<file path="config.mk">
export PLATFORM = sky130hd
export DESIGN_NAME = saida_display_flat
export DESIGN_NICKNAME = d
export VERILOG_FILES = /design/src/rtl/saida_display_if.sv /design/src/rtl/saida_display.sv /design/src/flat_wrapper.sv
export SDC_FILE = /design/constraint.sdc
export NUM_CORES = 1
export LEC_CHECK = 0
export ABC_AREA = 1
export BUFFER_PORTS_ARGS = -buffer_cell sky130_fd_sc_hd__buf_2
export CORE_MARGIN = 5
export CORE_UTILIZATION = 48
export DETAILED_ROUTE_END_ITERATION = 8
export PLACE_DENSITY = 0.68
export REMOVE_ABC_BUFFERS = 1
export SLEW_MARGIN = 30
export SYNTH_ARGS = -nofsm -noshare
export SYNTH_HDL_FRONTEND = slang
export SYNTH_SLANG_ARGS = --single-unit
export TNS_END_PERCENT = 5
</file>
<file path="constraint.sdc">
create_clock -name Clock -period 1.46 [get_ports Clock]
set_input_delay 0.146 -clock Clock [delete_from_list [all_inputs] [get_ports Clock]]
set_output_delay 0.146 -clock Clock [all_outputs]
set_load 0.005 [all_outputs]
</file>
<file path="src/rtl/saida_display_if.sv">
// Processor-to-display bus for saida_display: the write strobe plus the status and segment outputs.
interface saida_display_if #(
  parameter int DATA_W = 15
);
  // WriteEn is a one-cycle strobe with no back-pressure. The block always accepts it:
  // it starts a conversion, parks the value in the pending slot, or overwrites the slot (Dropped).
  logic              WriteEn;
  logic [DATA_W-1:0] DataIn;
  logic              Busy;
  logic              PendValid;
  logic              Dropped;
  logic [6:0]        Hex0;
  logic [6:0]        Hex1;
  logic [6:0]        Hex2;
  logic [6:0]        Hex3;
  logic [6:0]        Hex4;
  logic [1:0]        StateDbg;

  modport master (
    output WriteEn, DataIn,
    input  Busy, PendValid, Dropped, Hex0, Hex1, Hex2, Hex3, Hex4, StateDbg
  );

  modport slave (
    input  WriteEn, DataIn,
    output Busy, PendValid, Dropped, Hex0, Hex1, Hex2, Hex3, Hex4, StateDbg
  );
endinterface

</file>
<file path="src/rtl/saida_display.sv">
// Binary-to-5-digit 7-segment output block using a sequential double-dabble engine.
// Optional SAIDA_LEADING_ZERO_BLANK_EN blanks the digits above the most significant nonzero digit.
module saida_display #(
  parameter int DATA_W = 15
) (
  input logic             Clock,
  input logic             Reset,
  saida_display_if.slave  bus
);
  localparam int CW = $clog2(DATA_W + 1);

  typedef enum logic [1:0] {
    IDLE = 2'd0,
    CONV = 2'd1,
    LOAD = 2'd2
  } state_t;

  state_t            state;
  logic [DATA_W-1:0] shift_q;
  logic [DATA_W-1:0] pend_q;
  logic              pend_valid_q;
  logic              dropped_q;
  logic [19:0]       bcd_q;
  logic [19:0]       bcd_adj;
  logic [CW-1:0]     count_q;
  logic [4:0][6:0]   hex_q;
  logic [4:0][6:0]   hex_next;
  logic [4:0]        blank;

  function automatic logic [6:0] seg7(input logic [3:0] d);
    case (d)
      4'd0:    seg7 = 7'b1000000;
      4'd1:    seg7 = 7'b1111001;
      4'd2:    seg7 = 7'b0100100;
      4'd3:    seg7 = 7'b0110000;
      4'd4:    seg7 = 7'b0011001;
      4'd5:    seg7 = 7'b0010010;
      4'd6:    seg7 = 7'b0000010;
      4'd7:    seg7 = 7'b1111000;
      4'd8:    seg7 = 7'b0000000;
      4'd9:    seg7 = 7'b0010000;
      default: seg7 = 7'b1111111;
    endcase
  endfunction

  always_comb begin
    bcd_adj = bcd_q;
    for (int i = 0; i < 5; i++) begin
      if (bcd_q[4*i +: 4] >= 4'd5) bcd_adj[4*i +: 4] = bcd_q[4*i +: 4] + 4'd3;
    end
  end

  always_comb begin
    blank = '0;
`ifdef SAIDA_LEADING_ZERO_BLANK_EN
    // A digit blanks only if it and every digit above it are zero; the units digit never blanks.
    blank[4] = (bcd_q[19:16] == 4'd0);
    for (int i = 3; i >= 1; i--) begin
      blank[i] = blank[i+1] && (bcd_q[4*i +: 4] == 4'd0);
    end
`endif
    hex_next = '1;
    for (int i = 0; i < 5; i++) begin
      if (!blank[i]) hex_next[i] = seg7(bcd_q[4*i +: 4]);
    end
  end

  always_ff @(posedge Clock or negedge Reset) begin
    if (!Reset) begin
      state        <= IDLE;
      shift_q      <= '0;
      pend_q       <= '0;
      pend_valid_q <= 1'b0;
      dropped_q    <= 1'b0;
      bcd_q        <= '0;
      count_q      <= '0;
      hex_q        <= '1;
    end else begin
      case (state)
        IDLE: begin
          if (pend_valid_q) begin
            shift_q      <= pend_q;
            pend_valid_q <= 1'b0;
            bcd_q        <= '0;
            count_q      <= '0;
            state        <= CONV;
          end else if (bus.WriteEn) begin
            shift_q <= bus.DataIn;
            bcd_q   <= '0;
            count_q <= '0;
            state   <= CONV;
          end
        end
        CONV: begin
          bcd_q   <= {bcd_adj[18:0], shift_q[DATA_W-1]};
          shift_q <= shift_q << 1;
          count_q <= count_q + 1'b1;
          if (count_q == CW'(DATA_W - 1)) state <= LOAD;
        end
        LOAD: begin
          hex_q <= hex_next;
          state <= IDLE;
        end
        default: state <= IDLE;
      endcase

      // A write that cannot start a conversion this edge lands in the pending slot (latest wins).
      if (bus.WriteEn && (state != IDLE || pend_valid_q)) begin
        pend_q       <= bus.DataIn;
        pend_valid_q <= 1'b1;
        if (state != IDLE && pend_valid_q) dropped_q <= 1'b1;
      end
    end
  end

  assign bus.Busy      = (state != IDLE);
  assign bus.PendValid = pend_valid_q;
  assign bus.Dropped   = dropped_q;
  assign bus.Hex0      = hex_q[0];
  assign bus.Hex1      = hex_q[1];
  assign bus.Hex2      = hex_q[2];
  assign bus.Hex3      = hex_q[3];
  assign bus.Hex4      = hex_q[4];
  assign bus.StateDbg  = state;
endmodule

</file>
<file path="src/flat_wrapper.sv">
// flat-port wrapper written by rule: the top's interface ports become plain ports
module saida_display_flat 
#(
  parameter int DATA_W = 15
)
  (Clock, Reset, bus_WriteEn, bus_DataIn, bus_Busy, bus_PendValid, bus_Dropped, bus_Hex0, bus_Hex1, bus_Hex2, bus_Hex3, bus_Hex4, bus_StateDbg);
  saida_display_if #(.DATA_W(DATA_W)) bus_i ();
  input logic Clock;
  input logic Reset;
  input wire logic [$bits(bus_i.WriteEn)-1:0] bus_WriteEn;
  input wire logic [$bits(bus_i.DataIn)-1:0] bus_DataIn;
  output wire logic [$bits(bus_i.Busy)-1:0] bus_Busy;
  output wire logic [$bits(bus_i.PendValid)-1:0] bus_PendValid;
  output wire logic [$bits(bus_i.Dropped)-1:0] bus_Dropped;
  output wire logic [$bits(bus_i.Hex0)-1:0] bus_Hex0;
  output wire logic [$bits(bus_i.Hex1)-1:0] bus_Hex1;
  output wire logic [$bits(bus_i.Hex2)-1:0] bus_Hex2;
  output wire logic [$bits(bus_i.Hex3)-1:0] bus_Hex3;
  output wire logic [$bits(bus_i.Hex4)-1:0] bus_Hex4;
  output wire logic [$bits(bus_i.StateDbg)-1:0] bus_StateDbg;
  assign bus_i.WriteEn = bus_WriteEn;
  assign bus_i.DataIn = bus_DataIn;
  assign bus_Busy = bus_i.Busy;
  assign bus_PendValid = bus_i.PendValid;
  assign bus_Dropped = bus_i.Dropped;
  assign bus_Hex0 = bus_i.Hex0;
  assign bus_Hex1 = bus_i.Hex1;
  assign bus_Hex2 = bus_i.Hex2;
  assign bus_Hex3 = bus_i.Hex3;
  assign bus_Hex4 = bus_i.Hex4;
  assign bus_StateDbg = bus_i.StateDbg;
  saida_display #(.DATA_W(DATA_W)) u_core (.Clock(Clock), .Reset(Reset), .bus(bus_i));
endmodule
</file>
; ---- After elaboration in Yosys (flattened, before gate mapping)
; Memories as Yosys holds them, arrays and structs flattened. A register that Yosys moved wholly into a read port is not among the register bits.
; Index checks and enable logic that the tools add are counted.
[totals]
out_inout_bits = 40
inputBits = 18
regBits = 58
romBits = 560
n_memories = 5
[memory_table]
columns = name, depth, width, read_ports, rd_ports_with_merged_regs, write_ports, line_no
row1 = (no name shown), 16, 7, 1, 1, 0, saida_display.sv:31  ; case (d)
row2 = (no name shown), 16, 7, 1, 1, 0, saida_display.sv:31
row3 = (no name shown), 16, 7, 1, 1, 0, saida_display.sv:31
row4 = (no name shown), 16, 7, 1, 1, 0, saida_display.sv:31
row5 = (no name shown), 16, 7, 1, 1, 0, saida_display.sv:31
[op_classes]
magnitude_cmp = 5
n_addsub = 6
eq_ne = 5
muxes = 20
reduce_logical = 15
[op_table]
columns = operator, count
row1 = $mux 20, 2
row2 = $pmux 20 s2, 1
row3 = $mux 15, 2
row4 = $pmux 15 s2, 1
row5 = $mux 4, 6
row6 = $ge 4x3->1 const B, 5
row7 = $add 4x2->4 const B, 4
row8 = $pmux 4 s2, 1
row9 = $mux 2, 3
row10 = $reduce_and 2->1, 3
row11 = $reduce_bool 2->1, 3
row12 = $logic_not 1->1, 5
row13 = $add 4x1->4 const B, 1
row14 = $eq 4x4->1 const B, 1
row15 = $pmux 2 s2, 1
row16 = $add 3x2->3 const B, 1
row17 = $mux 3, 1
row18 = $ne 3x2->1 const B, 1
row19 = $eq 2x1->1 const B, 1
row20 = $eq 2x2->1 const B, 1
row21 = $logic_and 1x1->1, 2
row22 = $logic_not 2->1, 1
row23 = $mux 1, 2
row24 = $ne 2x1->1 const B, 1
row25 = $logic_or 1x1->1, 1

; ---- Depth between registers and ports, before layout
; Gate-level depths: netlist (run 1).
[depth]
ltp_word = 4
mapped_depth = 8

; ---- Least setup slack after synthesis (run 1)
; Ideal clock, no wire load.
[synth_timing]
path_kind = register to register
startpoint = register u_core.bcd_q[12]
endpoint = register u_core.bcd_q[13]
stages_incl_launch_ff = 8
synth_period_minus_slack_ns = 1.342
setup_ns = 0.118
t_arrival_ns = 1.224
slack_ns = 0.118
n_path_buf = 0
path_cell_list = dfrtp_1 inv_1 ha_1 inv_1 o21ai_0 nand3_1 nand3_1 nand2_1
[synth_via]
elab_chain_cells = 3
elab_cells_between_ends = 4
cone_classes = 1 x add/sub / 1 x order compare / 2 x mux
[synth_lines]
columns = element, line_no
row1 = start: declaration, saida_display.sv:23  ; logic [19:0] bcd_q;
row2 = start signal: assignment, saida_display.sv:95  ; bcd_q <= {bcd_adj[18:0], shift_q[DATA_W-1]};
row3 = $add 4x2->4 / $ge 4x3->1 (equally long branches), saida_display.sv:49  ; if (bcd_q[4*i +: 4] >= 4'd5) bcd_adj[4*i +: 4] = bcd_q[4*i +: 4] + 4'd3;
row4 = $mux 4 (*), saida_display.sv:49
row5 = $pmux 20 s2 (*), saida_display.sv:79  ; case (state)
; Mark *: on every way between the ends. The rest lies on a longest branch, timed or not.
; A chain may end at the register's enable or synchronous reset.

; ---- Worst setup path after layout (run 1)
[layout_timing]
startpoint = register u_core.bcd_q[16]
endpoint = register u_core.bcd_q[19]
[layout_via]
elab_chain_cells = 3
elab_cells_between_ends = 4
cone_classes = 1 x add/sub / 1 x order compare / 2 x mux
[layout_lines]
columns = element, line_no
row1 = $ge 4x3->1 / $add 3x2->3 (equally long branches), saida_display.sv:49
row2 = $mux 3 (*), saida_display.sv:49
row3 = $pmux 20 s2 (*), saida_display.sv:79
; Marks and branches as above.

==> results of run 1 <==
## timing repair
item                                    CTS  global route
gates resized for setup                   1            18
pin swaps                                 0             0
hold buffers                              1             0
endpoints found under the setup margin    2            47
gates cloned                              0             0
endpoints found under the hold margin    58             0
setup buffers                             1             0
## power groups by stage
| stage | sequential, W | combinational, W | clock [W] |
|---|---|---|---|
| finish | 0.00444 | 0.00527 | 0.00194 |
| global route | 0.00457 | 0.00610 | 0.00212 |
| floorplan | 0.00448 | 0.00313 | 0 |
| CTS | 0.00443 | 0.00526 | 0.00201 |
| global placement | 0.00443 | 0.00508 | 0 |
| detailed placement | 0.00448 | 0.00520 | 0 |
## layout by cell type (no fill, tap or decap), drive strengths merged
cell type / instances
buf: 87
nor3: 1
clkinv: 3
dfstp: 35
clkbuf: 12
bufinv: 1
o211ai: 19
a22oi: 1
or2: 2
o22ai: 1
a21oi: 37
ha: 28
xnor2: 1
a31oi: 3
o21bai: 1
nand2: 204
dfrtp: 58
nor2: 60
nand3: 40
xor2: 1
o21ai: 48
clkinvlp: 2
dlygate4sd3: 1
inv: 59
## flip-flops by register name, indices dropped and copies added (netlist names), 7 cells and up
register and flops:
u_core.bcd_q 20, u_core.bus.Hex0 7, u_core.bus.Hex1 7, u_core.bus.Hex2 7
u_core.bus.Hex3 7, u_core.bus.Hex4 7, u_core.pend_q 15, u_core.shift_q 15
## through the flow
| step | total power (W) | cell area (um^2) | TNS (ns) | hold slack [ns] | cells |
|---|---|---|---|---|---|
| floorplan | 0.007605 | 4815 | -8.842 | -0.1496 | 601 |
| finish | 0.01166 | 5827 | 0 | 0.04797 | 841 |
| detailed placement | 0.009679 | 5528 | 0 | 0.2385 | 823 |
| CTS | 0.01169 | 5786 | 0 | 0.03318 | 841 |
| global route | 0.01279 | 5827 | -0.06102 | 0.04582 | 841 |
| global placement | 0.009509 | 5528 | 0 | 0.2349 | 823 |
## final cells by class
cell class | count | area [um^2]
Fill cell | 972 | 4358
Sequential cell | 93 | 2374
Multi-Input combinational cell | 447 | 2246
Timing Repair Buffer | 88 | 568.0
Inverter | 61 | 231.5
Clock buffer | 12 | 187.7
Tap cell | 136 | 170.2
Clock inverter | 4 | 50.05
## worst min-delay path by stage
stage	end	start	cells past startpoint	slack (ns)
after floorplan	u_core.bcd_q[0]	Reset	0	-0.15
after global placement	u_core.bcd_q[11]	Reset	2	0.23
after detailed placement	u_core.bcd_q[19]	Reset	2	0.24
after CTS	u_core.pend_q[0]	bus_DataIn[0]	3	0.03
after global routing	u_core.pend_q[2]	bus_DataIn[2]	3	0.05
final	u_core.pend_q[0]	bus_DataIn[0]	3	0.05
## metal layers
metal / up-vias / global-route usage
met4: 0 / 0.05353
met3: 18 / 0.03641
li1: 2149 / -
met5: - / 0
met1: 1902 / 0.2185
met2: 83 / 0.3080
## critical path: stages (launching register included)
cell,delay (ns)
dfrtp_1,0.40
inv_1,0.16
ha_2,0.23
ha_1,0.23
inv_1,0.05
nand2_1,0.04
nand3_1,0.06
o21ai_1,0.06
## cells by family (layout without fill, tap and decap cells)
| kind of cell | count (synthesis) | count (layout) | share of synthesized area |
|---|---|---|---|
| AOI/OAI and AO/OA | 110 | 110 | 0.1242 |
| buffers and inverters | 87 | 165 | 0.07449 |
| DFF | 93 | 93 | 0.4785 |
| and+or+nand+nor | 307 | 307 | 0.2485 |
| xor gates and xnor gates | 2 | 2 | 0.003536 |
| adders and majority gates | 28 | 28 | 0.07071 |
==> metrics.md, run 1 <==
| Metric | Value |
|---|---|
| Top cells by area, synth | dfrtp_1, dfstp_2, nand2_1 |
| Worst VDD drop | 0.7746 mV |
| Leakage | between 2 and 3 nW |
| I/O pin count | 58 |
| Synthesized area | between 4000 and 5000 um^2 |
| Detailed placement HPWL | roughly 7500 um |
| RR Startpoint | u_core.bcd_q[16] |
| Fmax | roughly 730 MHz |
| Ant. Diodes | 0 |
| Worst slew pin tran | between 0.4 and 0.5 ns |
| Crit path to | u_core.bcd_q[19] |
| FF-to-FF End | u_core.bcd_q[19] |
| Post-route met1 wirelength | about 4900 um |
| Die ar. | approximately 12,000 um^2 |
| Sequential power share | 0.381 |
| Skew-Pair Late Insertion Delay | ~0.36 ns |
| Unrepaired setup endpoints after global routing | true |
| Top cell type's share of synthesized area | 0.2929 |
| Startpoint Class | register |
| Asr flop ratio synth | 1.000 |
| Setup-failing EPs final | 0 |
| Grt total ovfl | 0 |
| Row cnt | 37 |
| Port bufs | 57 |
| Top_reg_cell synth | dfrtp_1 |
| Post-synth EDFFs | 0 |
| Max Buffers Root-to-Sink | 2 |
| First-pass GRT wire length | approximately 18,000 um |
| CTS Sinks | slightly above 90 |
| Post-Synthesis Cells | 627 |
| Die H | 111.6 um |
| Status | finished clean |
| Number of antenna-violating nets in the routed design | 0 |
| WL final | about 11,000 um |
| Highest routed layer | met4 |
| Commonest cells post-synth | nand2_1, dfrtp_1, nor2_1 |
| TritonCTS Buffers | 9 |
| Syn. warnings | 0 |
| Switching Power | approximately 0.0046 W |
| Clock input transition at the sequential cells of the worst setup and hold paths | 0.09 ns |
| DR iter-0 viols | approximately 210 |
| CTS tree | built |
| Worst setup path startpoint | u_core.bcd_q[16] |
| Clock power share | 0.167 |
| Pre-Repair DR Iteration Count | 4 |
| Met3 wire len | between 400 and 500 um |
| #FFs+latches synth | between 90 and 100 |
| Wire per inst | between 10 and 15 um |
| Slew Limit Fails | 0 |
| Core area | approximately 10,000 um^2 |
| Synth cell types | 33 |
| Tcrit/Tclk final | 0.9334 |
| Combinational share of power | 0.452 |
| Arrival @ worst endpoint | approximately 1.6 ns |
| Reg-to-reg slack, setup | 0.1 ns |
| RD Place Congestion | roughly 0.84 |
| Via count | around 4,200 |
| Max Fanout on Critical Path | 5 |
| Vias per cell | around 5 |
| Layout Area Growth over Synthesis | 17.60% |
| WL met2 | ~5000 um |
| Switching share of power | 0.3964 |
| Post-synth top area cell | dfrtp_1 |
| Worst slew margin | 0.6847 |
| Final WS setup | just under 0.1 ns |
| Fraction of layout cells with a size suffix above 1 | 0.2326 |
| Chip Width | approximately 110 um |
| Hold crit path type | input port to register |
| WP data required | between 1.5 and 2 ns |
| Initial Util | 0.4865 |
| Largest net degree at the start of global routing | 94 |
| CP endpoint kind | register |
| Post-Syn Area per Cell | ~7.9 um^2 |
| Min Tclk post-route | 1.363 ns |
| Pwr/cell area | 2001 nW/um^2 |
| Worst slack, placed | about 0.029 ns |
| Final hold vios | 0 |
| Nets | 746 |
| Initial antenna violation count | 0 |
| Remaining DRCs | 0 |
| Worst R2R Path Depth | 7 |
| H-tree depth | 3 |
| GRT Total Usage | 0.1757 |
| Final Core Density | 0.5721 |
| Critical path type | register to register |
| Worst Clk Skew | about 0.011 ns |
| Vias in the first global route | between 4,000 and 5,000 |
| Most instantiated library cell after synthesis | nand2_1 |
| Root Buffer | clkbuf_8 |
| Cell-internal power | roughly 0.007 W |
| Sequential area share after synthesis | 0.4785 |
| Max_cap viols | 0 |
Power figures use the tool's default switching activity.
==> run 2: changes to the inputs <==
RECOVER_POWER = 50   (was unset)
==> run 2 against run 1 <==
Flip-flop and latch count stayed put. Sequential power barely moved. Sequential share of layout area grew 0.070 points. Register-to-register slack hardly changed. Total power about the same. Clock power barely moved. Clock-buffer cell count is the same. Die area is the same. Maximum frequency barely moved. Setup slack about the same. First-iteration DRC count up 0.47%. Non-clock buffer count is the same.
==> metrics.md, run 2 (synthesized netlist as in run 1, its figures left out) <==
| Metric | Value |
|---|---|
| Critical path's largest stage delay | 0.40 ns (about the same) |
| CTS tree | built |
| Root Buffer | clkbuf_8 |
| Skew-Pair Late Insertion Delay | 0.36 ns (about the same) |
| Max Buffers Root-to-Sink | 2 (unchanged) |
| Worst Clk Skew | 0.01116 ns (+0.00005630 ns) |
| Worst slew pin tran | 0.8094 ns (+0.3365 ns) |
| Grt total ovfl | 0 (unchanged) |
| Number of antenna-violating nets in the routed design | 0 (unchanged) |
| Slew Limit Fails | 0 (unchanged) |
| CP bufs+invs | 2 (unchanged) |
| CTS Sinks | 93 (unchanged) |
| Min Tclk post-route | 1.363 ns (-0.0000006000 ns) |
| Leakage | 2.934 nW (-0.26%) |
| WP data required | 1.69 ns (about the same) |
| Via count | 4,149 (-0.072%) |
| Startpoint Class | register |
| RR Startpoint | u_core.bcd_q[16] |
| Multi-input logic area | 2246 um^2 (unchanged) |
| Largest register by flop count | u_core.bcd_q |
| Hold crit path type | input port to register |
| Hold Startpoint | bus_DataIn[0] |
| Vias in the first global route | 4,132 (unchanged) |
| TritonCTS Buffers | 9 (unchanged) |
| Worst slew margin | 0.4604 (-0.2243) |
| Critical path type | register to register |
| Fraction of layout cells with a size suffix above 1 | 0.2312 (-0.001418) |
| Register area | 2374 um^2 (unchanged) |
| Clock input transition at the sequential cells of the worst setup and hold paths | 0.09 ns (about the same) |
| Max_cap viols | 0 (unchanged) |
| Ant. Diodes | 0 (unchanged) |
| Fillers | 973 (+0.10%) |
| Worst Hold Endpoint | u_core.pend_q[0] |
| Pre-Repair DR Iteration Count | 4 (unchanged) |
| Max stage delay cell, worst path | dfrtp_1 |
| Worst R2R Path Depth | 7 (unchanged) |
| FF-to-FF End | u_core.bcd_q[19] |
| Pwr/cell area | 2003 nW/um^2 (+0.13%) |
| I/O pin count | 58 (unchanged) |
| First-pass GRT wire length | 18,450 um (unchanged) |
| Port bufs | 57 (unchanged) |
| CP endpoint kind | register |
| Largest net degree at the start of global routing | 94 (unchanged) |
| WL final | 10,550 um (unchanged) |
| Row cnt | 37 (unchanged) |
| CP Cell Sequence | inv_1 > ha_2 > ha_1 > inv_1 > nand2_1 > nand3_1 > o21ai_1 |
| Setup-failing EPs final | 0 (unchanged) |
| Die ar. | 12,450 um^2 (unchanged) |
| Placed Cells | 823 (unchanged) |
| Worst hold stages | 3 (unchanged) |
| H-tree depth | 3 (unchanged) |
| Nets | 746 (unchanged) |
| Detailed placement HPWL | 7544 um (unchanged) |
| WHS | 0.04790 ns (-0.00006880 ns) |
| Worst VDD drop | 0.7747 mV (about the same) |
| Delay-heaviest family, CP | adder cells |
| Fmax | 733.8 MHz (about the same) |
| Vias per cell | 4.933 (about the same) |
| Status | finished clean |
| Post-Layout Cell Count | 841 (unchanged) |
| Initial antenna violation count | 0 (unchanged) |
| Max Fanout on Critical Path | 5 (unchanged) |
| Die H | 111.6 um (unchanged) |
| Wire per inst | 12.54 um (unchanged) |
| Cell mode on critical path | inv_1 |
| Final hold vios | 0 (unchanged) |
| Reg-to-reg slack, setup | 0.1 ns (about the same) |
| Chip Width | 111.6 um (unchanged) |
| Initial Util | 0.4865 (unchanged) |
| Commonest non-fill, non-tap cell in the layout | nand2_1 |
| DR iter-0 viols | 213 (+0.47%) |
| Max reg flops | 20 (unchanged) |
| Remaining DRCs | 0 (unchanged) |
| Core area | 10,180 um^2 (unchanged) |
| Arrival @ worst endpoint | 1.60 ns (about the same) |
| RD Place Congestion | 0.8367 (unchanged) |
| Tcrit/Tclk final | 0.9334 (about the same) |
| Unrepaired setup endpoints after global routing | true |
| Layout Area Growth over Synthesis | 17.40% |
| Most frequent cells in the layout | nand2_1, dfrtp_1, buf_2 |
| Biggest regs | u_core.bcd_q: 20 flops, u_core.pend_q: 15 flops, u_core.shift_q: 15 flops |
| GRT Total Usage | 0.1757 (unchanged) |
run 2: cell types whose count changed in the layout (fill, tap and decap cells not counted):
cell / change
buf_2: -1
buf_4: -1
buf_6: +1
clkbuf_4: +1
clkbuf_1: +1
buf_12: -1
run 2: worst register-to-register path: cells and delay by family (launching register included):
family          cells  cell delay (ns)
compound gates      1             0.06
buf+inv             2             0.21
flops               1             0.40
simple gates        2             0.10
fa+ha+maj           2             0.47
run 2: what timing repair did:
item	4_1_cts	5_1_grt
gates resized for setup	1	18
buffers inserted	1	0
hold buffers	1	0
hold endpoints to repair	58	0
endpoints found under the setup margin	2	47
run 2: worst max path at each step:
stage	from	endpoint	slack (ns)	cells after the start
2_1_floorplan	u_core.bus.PendValid	u_core.shift_q[14]	-0.24	6
3_3_place_gp	u_core.bcd_q[16]	u_core.bcd_q[19]	0.07	7
3_5_place_dp	u_core.bus.StateDbg[0]	u_core.shift_q[14]	0.03	6
4_1_cts	u_core.bus.StateDbg[1]	u_core.bus.Hex2[5]	0.03	5
5_1_grt	u_core.bus.StateDbg[0]	u_core.shift_q[14]	-0.04	6
6_report	u_core.bcd_q[16]	u_core.bcd_q[19]	0.1	7
run 2: metal layers:
metal | GRT usage | up-vias | share of wire
met5 | 0 | - | 0
met4 | 0.05353 | 0 | 0.017
met3 | 0.03641 | 18 | 0.042
met2 | 0.3080 | 83 | 0.47
met1 | 0.2185 | 1899 | 0.47
li1 | - | 2149 | -
run 2: power breakdown:
part	total, W	switching, W	internal (W)	leakage [nW]
Clock	0.00194	0.000899	0.00104	0.115
Sequential	0.00444	0.000658	0.00379	1.09
Combinational	0.00527	0.00306	0.00220	1.73
run 2: area by class of cell:
cell class / count / share of cell area
flip-flops and latches: 93 / 0.4080
multi-input cells: 447 / 0.3861
repair buffers: 88 / 0.09593
inverters: 61 / 0.03979
clock buffers: 12 / 0.03226
well taps: 136 / 0.02925
clock inverters: 4 / 0.008604
run 2: metrics by stage:
stage | util | setup TNS [ns] | instance area [um^2] | power, W | setup WS [ns]
after floorplan | - | -8.842 | 4815 | 0.007605 | -0.2392
after global placement | 0.5428 | 0 | 5528 | 0.009509 | 0.06646
after detailed placement | 0.5428 | 0 | 5528 | 0.009679 | 0.02923
after CTS | 0.5681 | 0 | 5786 | 0.01169 | 0.02824
after global routing | 0.5711 | -0.06101 | 5817 | 0.01278 | -0.03989
final | 0.5711 | 0 | 5817 | 0.01165 | 0.09723
==> run 3: changes to the inputs <==
RECOVER_POWER = 25   (was 50)
==> run 3 against run 2 <==
Combinational power is essentially flat. Global-route usage is the same. Final cell count is the same. Clock power is essentially flat. First-iteration DRC count is the same. Total power is essentially flat. Critical path depth is the same. Critical endpoint unchanged. Highest routed layer unchanged.
==> metrics.md, run 3 (synthesized netlist as in run 1, its figures left out) <==
| Metric | Value |
|---|---|
| Reg-to-reg slack, setup | 0.1 ns (about the same) |
| M1 GR Usage | 0.2185 (unchanged) |
| Worst slew margin | 0.4604 (about the same) |
| Row cnt | 37 (unchanged) |
| Root Buffer | clkbuf_8 |
| CTS tree | built |
| Die H | 111.6 um (unchanged) |
| Setup tns final | 0 ns (unchanged) |
| Cell mode on critical path | inv_1 |
| WP data required | 1.69 ns (about the same) |
| Number of antenna-violating nets in the routed design | 0 (unchanged) |
| Pwr/cell area | 2003 nW/um^2 (about the same) |
| Max_cap viols | 0 (unchanged) |
| Chip Width | 111.6 um (unchanged) |
| Final hold vios | 0 (unchanged) |
| Grt total ovfl | 0 (unchanged) |
| Max stage delay cell, worst path | dfrtp_1 |
| CTS Sinks | 93 (unchanged) |
| I/O pin count | 58 (unchanged) |
| Vias per cell | 4.932 (about the same) |
| Hold crit path type | input port to register |
| First-pass GRT wire length | 18,450 um (unchanged) |
| Biggest regs | u_core.bcd_q: 20 flops, u_core.pend_q: 15 flops, u_core.shift_q: 15 flops |
| Largest register by flop count | u_core.bcd_q |
| Min Tclk post-route | 1.363 ns (+0.0000006000 ns) |
| Met2 usage | 0.3080 (unchanged) |
| Die ar. | 12,450 um^2 (unchanged) |
| FF-to-FF End | u_core.bcd_q[19] |
| Slew Limit Fails | 0 (unchanged) |
| Pre-Repair DR Iteration Count | 4 (unchanged) |
| Ant. Diodes | 0 (unchanged) |
| Most frequent cells in the layout | nand2_1, buf_2, dfrtp_1 |
| Initial antenna violation count | 0 (unchanged) |
| Largest net degree at the start of global routing | 94 (unchanged) |
| Max Fanout on Critical Path | 5 (unchanged) |
| Worst VDD drop | 0.7746 mV (about the same) |
| H-tree depth | 3 (unchanged) |
| Max reg flops | 20 (unchanged) |
| Pwr Total | 0.01165 W (about the same) |
| Detailed placement HPWL | 7544 um (unchanged) |
| Met3 Use GR | 0.03641 (unchanged) |
| Leakage | 2.938 nW (+0.14%) |
| Worst Clk Skew | 0.01111 ns (-0.00005630 ns) |
| Fillers | 973 (unchanged) |
| Port bufs | 57 (unchanged) |
| DR iter-0 viols | 213 (unchanged) |
| GRT Total Usage | 0.1757 (unchanged) |
| CP bufs+invs | 2 (unchanged) |
| Stages on worst setup path | 7 (unchanged) |
| Initial Util | 0.4865 (unchanged) |
| Setup-failing EPs final | 0 (unchanged) |
| Wire per inst | 12.54 um (about the same) |
| Layout Area Growth over Synthesis | 17.42% (about the same) |
| Fmax | 733.8 MHz (about the same) |
| Crit path to | u_core.bcd_q[19] |
| Clock input transition at the sequential cells of the worst setup and hold paths | 0.09 ns (about the same) |
| TritonCTS Buffers | 9 (unchanged) |
| Remaining DRCs | 0 (unchanged) |
| Max Buffers Root-to-Sink | 2 (unchanged) |
| Commonest non-fill, non-tap cell in the layout | nand2_1 |
| Busiest layer in global routing | met2 |
| Startpoint Class | register |
| Fraction of layout cells with a size suffix above 1 | 0.2326 (+0.001418) |
| Skew-Pair Late Insertion Delay | 0.36 ns (about the same) |
| Final instance area | 5818 um^2 (about the same) |
| Tcrit/Tclk final | 0.9334 (about the same) |
| Worst R2R Path Depth | 7 (unchanged) |
| CP Cell Sequence | inv_1 > ha_2 > ha_1 > inv_1 > nand2_1 > nand3_1 > o21ai_1 |
| CP endpoint kind | register |
| RR Startpoint | u_core.bcd_q[16] |
| Critical path's largest stage delay | 0.40 ns (about the same) |
| Multi-input logic area | 2246 um^2 (unchanged) |
| Placed cell areas | 5528 um^2 (unchanged) |
| Critical path type | register to register |
| Core area | 10,180 um^2 (unchanged) |
| Worst slew pin tran | 0.8094 ns (+0.000004768 ns) |
| Worst setup path startpoint | u_core.bcd_q[16] |
| Unrepaired setup endpoints after global routing | true |
| Register area | 2374 um^2 (unchanged) |
| Arrival @ worst endpoint | 1.60 ns (about the same) |
| Delay-heaviest family, CP | adder cells |
| Via count | 4,148 (-0.024%) |
| Status | finished clean |
| Nets | 746 (unchanged) |
| RD Place Congestion | 0.8367 (unchanged) |
| Vias in the first global route | 4,132 (unchanged) |
| WL final | 10,550 um (about the same) |
==> run 3: changes by cell type in the layout (fill, tap and decap cells not counted) <==
cell	delta
clkbuf_1	-1
buf_2	+1
==> run 3: repair_timing <==
item,in CTS,in global routing
pin swaps,0,0
setup buffers,1,0
endpoints found under the setup margin,2,47
gates resized for setup,1,18
cloned,0,0
hold buffers,1,0
hold endpoints to repair,58,0
==> run 3: tightest hold or removal path: stages <==
cell	delay, ns
buf_2	0.09
inv_1	0.05
o21ai_0	0.08
==> run 3: cell type report <==
class	instances	share of cell area
flip-flops and latches	93	0.4080
inverters	61	0.03978
clock buffers	12	0.03226
clock inverters	4	0.008602
well taps	136	0.02925
multi-input cells	447	0.3860
repair buffers	88	0.09613
==> run 3: stage by stage <==
stage               cells    util  setup slack, ns  hold WS [ns]
finish                841  0.5713          0.09723       0.04797
global route          841  0.5713         -0.03989       0.04582
CTS                   841  0.5681          0.02824       0.03318
detailed placement    823  0.5428          0.02923        0.2385
global placement      823  0.5428          0.06646        0.2349
floorplan             601       -          -0.2392       -0.1496
==> run 3: power by group <==
group	internal, W	total [W]	switching, W
registers	0.00379	0.00444	0.000658
clock network	0.00104	0.00194	0.000898
logic	0.00221	0.00527	0.00306
==> run 3: how the worst min path moves through the flow <==
| stage | end | startpoint | slack (ns) | depth (start not counted) |
|---|---|---|---|---|
| after floorplan | u_core.bcd_q[0] | Reset | -0.15 | 0 |
| after global placement | u_core.bcd_q[11] | Reset | 0.23 | 2 |
| after detailed placement | u_core.bcd_q[19] | Reset | 0.24 | 2 |
| after CTS | u_core.pend_q[0] | bus_DataIn[0] | 0.03 | 3 |
| after global routing | u_core.pend_q[2] | bus_DataIn[2] | 0.05 | 3 |
| final | u_core.pend_q[0] | bus_DataIn[0] | 0.05 | 3 |
==> run 3: routing by layer <==
| layer | share of wire | wire length, um |
|---|---|---|
| met5 | 0 | 0 |
| met4 | 0.017 | 184 |
| met3 | 0.042 | 446 |
| met2 | 0.47 | 5001 |
| met1 | 0.47 | 4913 |
